`config.mk`:
```
export PLATFORM = sky130hd
export DESIGN_NAME = encoder8_3
export DESIGN_NICKNAME = d
export VERILOG_FILES = /design/src/rtl/encoder8_3.sv
export SDC_FILE = /design/constraint.sdc
export NUM_CORES = 1
export LEC_CHECK = 0
export ABC_AREA = 1
export CAP_MARGIN = 10
export CORE_AREA = 2 2 39 41
export CTS_CLUSTER_SIZE = 8
export DETAILED_ROUTE_END_ITERATION = 10
export DIE_AREA = 0 0 41 43
export PLACE_DENSITY = 0.47
export SETUP_SLACK_MARGIN = 0.2
export SLEW_MARGIN = 20
export SYNTH_ARGS = -nofsm -noshare
export SYNTH_HDL_FRONTEND = slang
export SYNTH_SLANG_ARGS = --single-unit
```
`constraint.sdc`:
```
create_clock -name clk -period 0.8 [get_ports clk]
set_input_delay 0.08 -clock clk [delete_from_list [all_inputs] [get_ports clk]]
set_output_delay 0.08 -clock clk [all_outputs]
set_load 0.01 [all_outputs]
```
`src/rtl/encoder8_3.sv`:
```
// Registered 8-to-3 priority encoder with enable and a valid flag.
// Optional multi-hot error output is enabled by defining ENCODER8_3_ONEHOT_ERR_EN.
module encoder8_3 #(
   parameter bit MSB_PRIORITY = 1'b1
) (
   input  logic       clk,
   input  logic       rst_n,
   input  logic [7:0] i,
   input  logic       enb,
   output logic [2:0] y,
   output logic       valid
`ifdef ENCODER8_3_ONEHOT_ERR_EN
   ,
   output logic       err
`endif
);

   logic [2:0] idx;
   logic       any;

   // Later loop iterations override earlier ones, so the scan order sets which set bit wins.
   always_comb begin
      idx = 3'd0;
      any = |i;
      if (MSB_PRIORITY) begin
         for (int k = 0; k < 8; k++) begin
            if (i[k]) idx = 3'(k);
         end
      end else begin
         for (int k = 7; k >= 0; k--) begin
            if (i[k]) idx = 3'(k);
         end
      end
   end

   always_ff @(posedge clk or negedge rst_n) begin
      if (!rst_n) begin
         y     <= 3'd0;
         valid <= 1'b0;
      end else if (enb && any) begin
         y     <= idx;
         valid <= 1'b1;
      end else begin
         y     <= 3'd0;
         valid <= 1'b0;
      end
   end

`ifdef ENCODER8_3_ONEHOT_ERR_EN
   logic multi;

   // Clearing the lowest set bit leaves something behind only when two or more bits were set.
   assign multi = |(i & (i - 8'd1));

   always_ff @(posedge clk or negedge rst_n) begin
      if (!rst_n) begin
         err <= 1'b0;
      end else begin
         err <= enb && multi;
      end
   end
`endif

endmodule

```
## Word level (Yosys, flattened, before mapping)

Index checks and enable logic that the tools add are counted.
Widths: inputs -> output; s select.

| storage, ports and cells | value |
|---|---|
| register bits after elaboration | 4 |
| input port bits | 11 |
| output and inout port bits | 4 |
| logic and storage cells | 13 |

| cells by class | value |
|---|---|
| mux-type cells | 9 |
| reductions and logical operators | 2 |

Operators by type and width:

| cell | number |
|---|---|
| $mux 3 | 6 |
| $reduce_or 8->1 | 1 |
| $mux 1 | 2 |
| $mux 2 | 1 |
| $logic_and 1x1->1 | 1 |

## Logic depth before layout (Yosys ltp)

Gate-level depths: netlist of the first run.

| depth | value |
|---|---|
| word-level depth | 8 |
| gate-level depth with buffers | 7 |
| depth with buffers taken out | 7 |

## Least setup slack after synthesis of the first run

No wires, ideal clock.

| path | value |
|---|---|
| kind | input-to-reg |
| start point | in i[7] |
| end point | reg y[0] |
| library setup time | 0.126 ns |
| arrival | 0.490 ns |
| required time | 0.674 ns |
| slack | 0.184 ns |
| stages | 4 |
| buffers on the path | 0 |
| cell sequence | nor2_2 nand2_1 o21ai_2 a21oi_1 |

| between the ends | value |
|---|---|
| word-level cells in the longest chain between the ends | 3 |
| elaborated cells on any way between the ends | 4 |
| classes of those cells | 2 x mux; 2 x reduce/logical |

RTL lines:

| item | line | text |
|---|---|---|
| start: declaration | 8 | `input logic [7:0] i,` |
| $reduce_or 8->1 | 24 | `any = \|i;` |
| $logic_and 1x1->1 | 40 | `end else if (enb && any) begin` |
| $mux 3 * | 40 |  |
| end signal: assignment | 41 | `y <= idx;` |
| end: declaration | 10 | `output logic [2:0] y,` |

Every way passes the cells marked *; elsewhere a longest branch is shown, timed or not.

## Worst setup path in the final report of the first run

| path | value |
|---|---|
| start point | reg valid |
| end point | out valid |

RTL lines:

| item | line | text |
|---|---|---|
| start: declaration | 11 | `output logic valid` |
| start signal: assignment | 39 | `valid <= 1'b0;` |
| start signal: assignment | 42 | `valid <= 1'b1;` |
| start signal: assignment | 45 | `valid <= 1'b0;` |

No word-level cell between the ends.

==> out/summary.txt, run 1 <==
post-synthesis sequential area ratio: 50.3%
RSZ-0062 raised after global routing: true
I/O pin cnt: 15
Hold Buf Count CTS: 0
setup ws final: 11.0 ps
Worst Setup SP: valid
WP depth: 1
Fill cells: 174
combinational family with the most area after synthesis: simple AND/OR/NAND/NOR gates
Post-Synth Simple-Gate Area: 22.0%
crit-path leading delay family: flip-flops
status: complete, no violations
Worst-Margin Slew: 178 ps
complex-gate fraction of the synthesized area: 14.5%
initial antenna violation count: 0
Post-Synth Adder-Cell Area: 0%
syn_nets: 37
Die W: 41 µm
Syn Area/Cell: 7.65 µm²
slew margin rel.: 88.0%
flops & latches, synth: 4
Hold Slack: 49.8 ps
core area: 1380 µm²
Finished Cell Area: 383 µm²
pwr/cell area: 1510 nW/µm²
VDD IR-drop max: 0.362 mV
Routed wire per std cell: 6.90 µm
Crit-path slowest cell: dfrtp_1
Via Count: 216
fin. max-slew vios: 0
CP Cell Sequence: buf_6
crit-path max cell delay: 360 ps
YS warnings: 0
Worst Setup EP: valid
post-DP HPWL: 349 µm
num rows: 14
Port-buffer cells: 14
P_leak: 0.000212 µW
fmax: 1270 MHz
layout cells sized above 1: 58.7%
Hold WC Path Type: in2async
initial core utilization: 14.4%
Initial DRC Count: 0
Tcrit/Tclk final: 98.6%
die height: 43 µm
crit start category: flip-flop
first-pass iteration count of the detailed router: 1
Area Overhead vs Synth: 92.5%
GPL Wtd Cong: 0.645
placed inst area: 374 µm²
largest net degree at the start of global routing: 5
number of global-route vias before repair: 205
die area: 1760 µm²
H-Tree Depth: 1
Avg Vias per Cell: 3.48
class of the most critical setup path: reg2out
mux cell area share after synthesis: 0%
Tot Pwr: 580 µW
post-synthesis xor/xnor area fraction: 0%
CTS Sinks: 4
GRT Total Usage: 6.23%
Crit path buffers/inverters: 1
CTS buffer count: 3
final hold violation count: 0
CTS tree: done
synthesized area: 199 µm²
CTS Buffer Depth: 2
Worst Path Max Fanout: 1
Synth cell types: 9
Total Neg Setup Slack: 0 ps
Max Cap Viol: 0
grt ovf: 0
post-route minimum period: 789 ps
DRC Markers: 0
antenna-violating nets left: 0
Arrival @ worst endpoint: 710 ps
CP endpoint kind: primary output
clock root cell: clkbuf_4
nets: 59
Setup Viol. Count Final: 0
Total Wirelength: 428 µm
Mapped Cells: 26
Req. time, crit path: 720 ps
diode count: 0
first-pass GRT wire length: 655 µm
Worst-path clk slew: 40 ps
post-place setup slack: -317 ps
## area by class of cell
class                   instances  area, µm²  area share (%)
repair buffers                 17        116            30.4
inverters                       7       26.3            6.86
flip-flops and latches          4        100            26.1
clock buffers                   3       22.5            5.88
well taps                      16       20.0            5.23
multi-input cells              15       97.6            25.5
## state kept, by name (all words and copies together) (netlist names)
| name | count |
|---|---|
| valid | 1 |
| y | 3 |
## logic make-up after synthesis
kind of cell | count (synthesis)
and+or+nand+nor | 10
buffers and inverters | 7
AOI/OAI and AO/OA | 5
DFF | 4
## metal layers
| metal | GRT usage, % | routed length (µm) | vias up |
|---|---|---|---|
| met5 | 0 | 0 | - |
| met4 | 10.0 | 0 | 0 |
| met3 | 1.57 | 53 | 0 |
| met2 | 8.13 | 218 | 12 |
| met1 | 5.81 | 156 | 87 |
| li1 | - | - | 117 |
## synthesized netlist by cell type (all sizes together)
cell type  n  area share, %
nand2      6             11
dfrtp      4             50
o21ai      2            6.9
nor2       3            8.2
inv        7             13
nand3      1            2.5
a21oi      3            7.5
## repair_timing
| item | in CTS | in global routing |
|---|---|---|
| gates resized for setup | 37 | 15 |
| endpoints found under the setup margin | 8 | 8 |
| setup buffers | 1 | 0 |
| pin swaps | 6 | 5 |
## placed cells by master, fill, tap and decap left out, drive strengths merged
master         Yosys  final
nand2              6      6
o21ai              2      2
nand3              1      1
clkdlybuf4s15      0      1
inv                7      7
dfrtp              4      4
clkbuf             0      7
buf                0     10
dlymetal6s2s       0      1
a21oi              3      3
clkdlybuf4s50      0      1
nor2               3      3
## worst min path at each step
| stage | startpoint | end | slack (ps) | cells past startpoint |
|---|---|---|---|---|
| floorplan | rst_n | valid | -220 | 0 |
| global placement | rst_n | y[2] | 290 | 1 |
| detailed placement | rst_n | y[1] | 290 | 1 |
| CTS | rst_n | y[0] | 50 | 1 |
| global route | rst_n | y[0] | 70 | 1 |
| finish | rst_n | y[0] | 50 | 1 |
## per-stage QoR
step | instances | util, %
3_5_place_dp | 58 | 27.0
2_1_floorplan | 26 | -
4_1_cts | 62 | 26.6
3_3_place_gp | 58 | 27.0
5_1_grt | 62 | 27.7
6_report | 62 | 27.7
## power by group
part	internal, µW	total, µW	switching, µW
registers	216	219	2.81
logic	61.7	118	56.4
clock network	167	243	75.7
total	445	580	135
(Power assumes the default switching activity.)
==> run 2, diff against run 1 <==
CTS_CLUSTER_SIZE = 20   (was 8)
==> results of run 2 <==
Same layout as run 1: the final DEF is identical, and so are final timing and power.
==> run 3, diff against run 2 <==
CAP_MARGIN = unset   (was 10)
CTS_CLUSTER_SIZE = 8   (was 20)
==> results of run 3 <==
Same layout as run 1: the final DEF is identical, and so are final timing and power.
